[src/rtl/adder_pkg.sv]
// adder_pkg: shared encodings for the serial add/subtract unit.
// FSM state values and operating mode constants.
package adder_pkg;

   typedef enum logic [1:0] {
      ST_IDLE = 2'd0,
      ST_RUN  = 2'd1,
      ST_DONE = 2'd2
   } state_t;

   localparam logic MODE_ADD = 1'b0;
   localparam logic MODE_SUB = 1'b1;

endpackage

[src/rtl/addsub_chunk.sv]
// addsub_chunk: combinational ripple of CHUNK full-adder cells.
// Also exposes the carry entering the top cell for overflow detection.
module addsub_chunk
   import adder_pkg::*;
#(
   parameter int CHUNK = 1
) (
   input  logic [CHUNK-1:0] a,
   input  logic [CHUNK-1:0] b,
   input  logic             ci,
   output logic [CHUNK-1:0] sum,
   output logic             co,
   output logic             cmsb
);

   always_comb begin
      logic cc;
      cc   = ci;
      sum  = '0;
      cmsb = ci;
      for (int i = 0; i < CHUNK; i++) begin
         cmsb   = cc;
         sum[i] = a[i] ^ b[i] ^ cc;
         cc     = (a[i] & b[i]) | (cc & (a[i] ^ b[i]));
      end
      co = cc;
   end

endmodule

[src/rtl/serial_addsub.sv]
// serial_addsub: multi-cycle add/subtract, CHUNK bits per cycle, LSB first.
// Subtraction is a + ~b + ~borrow, so cout=1 means no borrow.
module serial_addsub
   import adder_pkg::*;
#(
   parameter int WIDTH = 8,
   parameter int CHUNK = 1
) (
   input  logic             clk,
   input  logic             rst,
   input  logic             in_valid,
   output logic             in_ready,
   input  logic [WIDTH-1:0] a,
   input  logic [WIDTH-1:0] b,
   input  logic             cin,
   input  logic             sub,
   output logic             out_valid,
   input  logic             out_ready,
   output logic [WIDTH-1:0] s,
   output logic             cout,
   output logic             ovf
);

   localparam int NCH = WIDTH / CHUNK;
   localparam int CW  = (NCH > 1) ? $clog2(NCH) : 1;
   localparam logic [CW-1:0] LAST = CW'(NCH - 1);

   state_t           state, state_nx;
   logic [WIDTH-1:0] areg, breg, sreg, s_r;
   logic [WIDTH-1:0] snext;
   logic [CW-1:0]    cnt;
   logic [CHUNK-1:0] csum;
   logic             carry, cout_r, ovf_r;
   logic             cco, cmsb;
   logic             accept, last;

   addsub_chunk #(.CHUNK(CHUNK)) u_chunk (
      .a    (areg[CHUNK-1:0]),
      .b    (breg[CHUNK-1:0]),
      .ci   (carry),
      .sum  (csum),
      .co   (cco),
      .cmsb (cmsb)
   );

   assign accept = in_valid && in_ready;
   assign last   = (cnt == LAST);
   // new chunk enters at the top; after NCH shifts bit 0 is the LSB
   assign snext  = WIDTH'({csum, sreg} >> CHUNK);

   always_comb begin
      state_nx  = state;
      in_ready  = 1'b0;
      out_valid = 1'b0;
      unique case (state)
         ST_IDLE: begin
            in_ready = 1'b1;
            if (in_valid) state_nx = ST_RUN;
         end
         ST_RUN: begin
            if (last) state_nx = ST_DONE;
         end
         ST_DONE: begin
            out_valid = 1'b1;
            if (out_ready) state_nx = ST_IDLE;
         end
         default: state_nx = ST_IDLE;
      endcase
   end

   always_ff @(posedge clk) begin
      if (rst) begin
         state  <= ST_IDLE;
         areg   <= '0;
         breg   <= '0;
         sreg   <= '0;
         s_r    <= '0;
         cnt    <= '0;
         carry  <= 1'b0;
         cout_r <= 1'b0;
         ovf_r  <= 1'b0;
      end else begin
         state <= state_nx;
         if (accept) begin
            areg  <= a;
            breg  <= (sub == MODE_ADD) ? b : ~b;
            carry <= cin ^ (sub == MODE_SUB);
            cnt   <= '0;
         end else if (state == ST_RUN) begin
            areg  <= areg >> CHUNK;
            breg  <= breg >> CHUNK;
            sreg  <= snext;
            carry <= cco;
            cnt   <= cnt + CW'(1);
            if (last) begin
               s_r    <= snext;
               cout_r <= cco;
               ovf_r  <= cmsb ^ cco;
            end
         end
      end
   end

   assign s    = s_r;
   assign cout = cout_r;
   assign ovf  = ovf_r;

endmodule

[config.mk]
export PLATFORM = sky130hd
export DESIGN_NAME = serial_addsub
export DESIGN_NICKNAME = d
export VERILOG_FILES = /design/src/rtl/adder_pkg.sv /design/src/rtl/addsub_chunk.sv /design/src/rtl/serial_addsub.sv
export SDC_FILE = /design/constraint.sdc
export NUM_CORES = 1
export LEC_CHECK = 0
export CELL_PAD_IN_SITES_DETAIL_PLACEMENT = 0
export CELL_PAD_IN_SITES_GLOBAL_PLACEMENT = 1
export CORE_ASPECT_RATIO = 0.8
export CORE_MARGIN = 2
export CORE_UTILIZATION = 37
export DETAILED_ROUTE_END_ITERATION = 7
export GPL_TIMING_DRIVEN = 1
export HOLD_SLACK_MARGIN = 0.03
export PLACE_DENSITY = 0.79
export SYNTH_ARGS = -nofsm -noshare
export SYNTH_HDL_FRONTEND = slang
export SYNTH_SLANG_ARGS = --single-unit
[constraint.sdc]
create_clock -name clk -period 1.4 [get_ports clk]
set_input_delay 0.14 -clock clk [delete_from_list [all_inputs] [get_ports clk]]
set_output_delay 0.14 -clock clk [all_outputs]
set_load 0.01 [all_outputs]
# --- Yosys cells after proc, flatten, opt, wreduce, memory -nomap -nowiden ---
# Cells that the tools add are included.
# W data, S select, Z words.
totals:
  out_inout_bits: 12
  register_bits: 40
  input_bits: 22
op_classes:
  reduce_logical: 7
  n_bitwise: 9
  eq_ne: 6
  muxes: 13
  n_addsub: 1
op_table:
  columns: ["op", "count"]
  rows:
  - ["$mux W8", 5]
  - ["$not A8 Y8", 1]
  - ["$mux W2", 3]
  - ["$ne A2 B2 Y1 const B", 3]
  - ["$pmux W2 S3", 1]
  - ["$reduce_and A3 Y1", 2]
  - ["$mux W1", 4]
  - ["$xor A1 B1 Y1", 4]
  - ["$add A3 B1 Y3 const B", 1]
  - ["$eq A3 B3 Y1 const B", 1]
  - ["$and A1 B1 Y1", 2]
  - ["$eq A2 B1 Y1 const B", 1]
  - ["$eq A2 B2 Y1 const B", 1]
  - ["$logic_not A2 Y1", 1]
  - ["$reduce_and A2 Y1", 1]
  - ["$reduce_bool A2 Y1", 1]
  - ["$reduce_or A2 Y1", 1]
  - ["$logic_and A1 B1 Y1", 1]
  - ["$not A1 Y1", 1]
  - ["$or A1 B1 Y1", 1]

# --- Depth between registers and ports, before layout ---
depth:
  ltp_word: 5
  ltp_mapped: 6

# --- Modules after synthesis ---
# From an unflattened synthesis, not the netlist that was laid out.
hier_totals:
  hier_cells: 189
  hier_area_um2: 1661.6
modules_own_cells:
  columns: ["module", "area_each_um2", "n_inst", "cells_each", "seq_area_each_um2"]
  rows:
  - ["serial_addsub", 1634.1, 1, 187, 780.7]
  - ["addsub_chunk", 27.5, 1, 2, 0.0]

# --- Worst setup path before layout ---
# Ideal clock, no wire load.
synth_path:
  path_type: "flip-flop to flip-flop"
  startpoint: "register cnt[0]"
  endpoint: "register ovf_r, in the netlist ovf"
  n_path_buf: 1
  period_less_slack_ps: 1275
  stages_incl_launch_ff: 6
  setup_time_ps: 86
  t_required_ps: 1314
  t_arrival_ps: 1190
  path_slack_ps: 125
  path_cell_list: "dfxtp_1 > ha_1 > ha_1 > and3b_1 > buf_2 > a211oi_1"
synth_via:
  elab_chain_len: 2
synth_lines:
  columns: ["element", "line", "rtl"]
  rows:
  - ["start, declared", "serial_addsub.sv:31", "logic [CW-1:0] cnt;"]
  - ["start signal, assigned", "serial_addsub.sv:94", "cnt <= cnt + CW'(1);"]
  - ["$eq A3 B3 Y1", "serial_addsub.sv:47", "assign last = (cnt == LAST);"]
  - ["$reduce_and A3 Y1 (no source line)", null, null]
  - ["end signal, assigned", "serial_addsub.sv:98", "ovf_r <= cmsb ^ cco;"]
  - ["end, declared", "serial_addsub.sv:33", "logic carry, cout_r, ovf_r;"]
# Every way passes these cells.
# A chain may end at the register's enable or synchronous reset.

# --- Final worst setup path ---
layout_path:
  startpoint: "input in_valid"
  endpoint: "register breg[4]"
layout_via:
  elab_chain_len: 2
layout_lines:
  columns: ["element", "line", "rtl"]
  rows:
  - ["start, declared", "serial_addsub.sv:11", "input logic in_valid,"]
  - ["$logic_and A1 B1 Y1 (*)", "serial_addsub.sv:46", "assign accept = in_valid && in_ready;"]
  - ["$mux W8 or $reduce_bool A2 Y1 (tied branches)", null, null]
  - ["end signal, assigned", "serial_addsub.sv:86", "breg <= (sub == MODE_ADD) ? b : ~b;"]
  - ["end signal, assigned", "serial_addsub.sv:91", "breg <= breg >> CHUNK;"]
  - ["end, declared", "serial_addsub.sv:29", "logic [WIDTH-1:0] areg, breg, sreg, s_r;"]
# Every way passes the cells marked *; elsewhere a longest branch is shown, timed or not.

==> run metrics <==
Post-synth EDFFs=0; fmax=741 MHz; Chip Height=64.2 um; CP delay by family, top=simple AND/OR/NAND/NOR gates; buffer type at the clock tree root=sky130_fd_sc_hd__clkbuf_8; number of fill cells=425; Crit Path Class=in2reg; Worst VDD drop=572 uV; number of different library cells in the post-synthesis netlist=30; clock tree skew after final layout=6.85 ps; Post-Synthesis Mean Instance Area=8.81 sq um; DRC Markers=0; dominant cell type by area after synthesis=sky130_fd_sc_hd__dfxtp_1; number of slew-limit violations in the final report=0; RSZ-0062 raised after global routing=yes; horizontal die dimension=79.2 um; vias after detailed routing=1386; Primary FF master, synth=sky130_fd_sc_hd__dfxtp_1; post-detailed-placement half-perimeter wirelength=2430 um; Inserted Clock Buffers=5; class of the tightest hold or removal check=in2reg; multiplexer share of the synthesized area=1.20%; H-tree lvl count=2; CTS hold repair buffers=0; run status=finished, final reports clean; number of antenna diodes=0; Period minus WS final=1350 ps; transition time at the pin with the least slew margin=348 ps; fraction of the mapped netlist area in compound gates=16.6%; number of standard cells in the layout, taps in and fillers out=294; Max transition margin=76.8%; number of synthesis warnings=0; element type at the critical path start=input port; crit path buf inv count=1; share of the synthesized netlist area taken by xor and xnor gates=5.75%; total global routing overflow=0; drt total wl=3320 um; deepest clock path buffer count=2; post-synthesis simple-gate area fraction=22.0%; number of placed instances, taps included=286; Die Outline Area=5080 sq um; cell chain of the critical path=clkdlybuf4s50_1 -> or4b_4 -> nor2_1 -> a221o_1; combined flip-flop and latch cell area=782 sq um; cell area after layout=2290 sq um; share of cells above drive strength 1=16.9%; Worst Path Max Fanout=8; Initial DRT Pass Iterations=4; number of global-route vias before repair=1204; number of hold violations in the final report=0; clock latency on the worst-skew pair=290 ps; violation count after the first detailed-route iteration=84; Cell Area, Placed=2160 sq um; total I/O pin count=34; starting utilization of the core area=39.3%; fraction of synthesized cell area taken by the top area cell type=46.6%; initial antenna violation count=0; CTS clk-pin slew, worst paths=80 ps; final number of setup-violating endpoints=0; most numerous cell types in the synthesized netlist=sky130_fd_sc_hd__nand2_1 (40), sky130_fd_sc_hd__dfxtp_1 (39), sky130_fd_sc_hd__a21oi_1 (25); library cell contributing the largest single delay on the critical path=sky130_fd_sc_hd__clkdlybuf4s50_1; synth top area cells=sky130_fd_sc_hd__dfxtp_1 (47%), sky130_fd_sc_hd__nand2_1 (9.0%), sky130_fd_sc_hd__a21oi_1 (7.5%); wire per inst=11.3 um; # port buffers=33; register bit total from synthesis=39; Adder-Cell Fraction of Synth Area=2.69%; vias per std cell=4.71; TritonCTS clock tree=built; dominant combinational cell family by area after synthesis=simple AND/OR/NAND/NOR gates; fraction of registers with async set or reset after synthesis=0%; static leakage=0.838 nW; GP Congestion=0.738; standard-cell rows=21; sinks on the clock net=39; cell area after synthesis=1670 sq um; wire length of the first global-routing pass=5620 um; multi-input gate area in the final layout=821 sq um; number of nets in the finished design=261; share of the yosys chip area belonging to registers=46.6%; Worst setup EP type=register; remaining number of nets flagged by the antenna check after routing=0; Critical Path Max Stage Delay=600 ps; Required @ worst endpoint=1630 ps; area overhead of the layout relative to synthesis=36.6%; post-route setup TNS=0 ps; placeable core region=4260 sq um; pin count of the biggest net entering global routing=16; arrival time of data at the critical path endpoint=1580 ps; Mapped Cells=190; GR Util All Layers=14.1%; Post-CTS Setup Bufs=0; cell with the most instances after synthesis=sky130_fd_sc_hd__nand2_1; fin crit share=96.4%; synthesized net count=215; power per cell area=1090 nW/um^2; max-capacitance violation count=0
[final timing paths]
kind | start | end | slack, ps | cells after the start
worst min-delay path | a[5] | areg[5] | 450 | 3
worst max register to register | state[0] | breg[4] | 60 | 4
worst min register to register | s[6] | s[6] | 450 | 2
worst max-delay path | in_valid | breg[4] | 50 | 4
[state kept, by name (all words and copies together) (netlist names)]
register,flops
s,8
state,2
areg,8
ovf,1
cnt,3
carry,1
sreg,7
cout,1
breg,8
[area by class of cell]
type | instances | area share (%)
clock buffer | 6 | 3.61
clock inverter | 2 | 1.53
multi-input combinational | 138 | 35.9
sequential | 39 | 34.2
tap | 57 | 3.12
timing repair buffer | 52 | 21.7
[tightest hold or removal path, delay by kind of cell]
| kind | cells | cell delay [ps] |
|---|---|---|
| buf+inv | 1 | 400 |
| compound gates | 1 | 50 |
| simple gates | 1 | 100 |
[power breakdown]
group	internal (W)	switching, W	total (W)
sequential	0.00116	0.0000312	0.00119
clock	0.000577	0.000383	0.000960
combinational	0.000186	0.000148	0.000334
[per-stage QoR]
step | utilization, % | power (W) | hold slack, ps | setup WS [ps]
after floorplan | - | 0.00141 | 315 | 125
after global placement | 50.7 | 0.00155 | 443 | -188
after detailed placement | 50.7 | 0.00155 | 446 | -239
after CTS | 53.5 | 0.00251 | 439 | 27.1
after global routing | 53.7 | 0.00259 | 456 | -16.4
final | 53.7 | 0.00249 | 451 | 50.0
[per-layer routing]
metal  routed length [um]  global-route usage (%)  vias to the layer above
met4                   56                    6.47                        0
met3                  160                    3.39                        6
met2                 1260                    19.4                       35
li1                     -                       -                      741
met5                    0                       0                        -
met1                 1840                    20.5                      604
[timing repair]
action,CTS,global route
endpoints found under the setup margin,6,11
gates resized for setup,4,5
pin swaps,0,2
[logic make-up (layout without fill, tap and decap cells)]
group                    count (synthesis)  in the layout
buffers and inverters                   13             60
adder cells (fa/ha/maj)                  3              3
multiplexers                             2              2
flip-flops                              39             39
AO/OA/AOI/OAI                           42             42
XOR/XNOR                                11             11
AND/OR/NAND/NOR                         80             80
[layout by cell type, fill, tap and decap left out, types with 2 or more instances in the layout]
cell | synthesis | routed
sky130_fd_sc_hd__a211oi_1 | 5 | 5
sky130_fd_sc_hd__a21oi_1 | 25 | 25
sky130_fd_sc_hd__a221o_1 | 8 | 8
sky130_fd_sc_hd__buf_12 | 0 | 2
sky130_fd_sc_hd__buf_4 | 3 | 17
sky130_fd_sc_hd__clkbuf_8 | 0 | 6
sky130_fd_sc_hd__clkdlybuf4s50_1 | 0 | 31
sky130_fd_sc_hd__dfxtp_1 | 39 | 38
sky130_fd_sc_hd__dlygate4sd2_1 | 0 | 2
sky130_fd_sc_hd__mux2i_1 | 2 | 2
sky130_fd_sc_hd__nand2_1 | 40 | 40
sky130_fd_sc_hd__nand2b_1 | 3 | 3
sky130_fd_sc_hd__nor2_1 | 21 | 17
sky130_fd_sc_hd__nor2_2 | 0 | 4
sky130_fd_sc_hd__nor2b_1 | 2 | 2
sky130_fd_sc_hd__nor3_1 | 5 | 5
sky130_fd_sc_hd__or3b_2 | 2 | 2
sky130_fd_sc_hd__xnor2_1 | 10 | 10
Power figures use the tool's default switching activity.
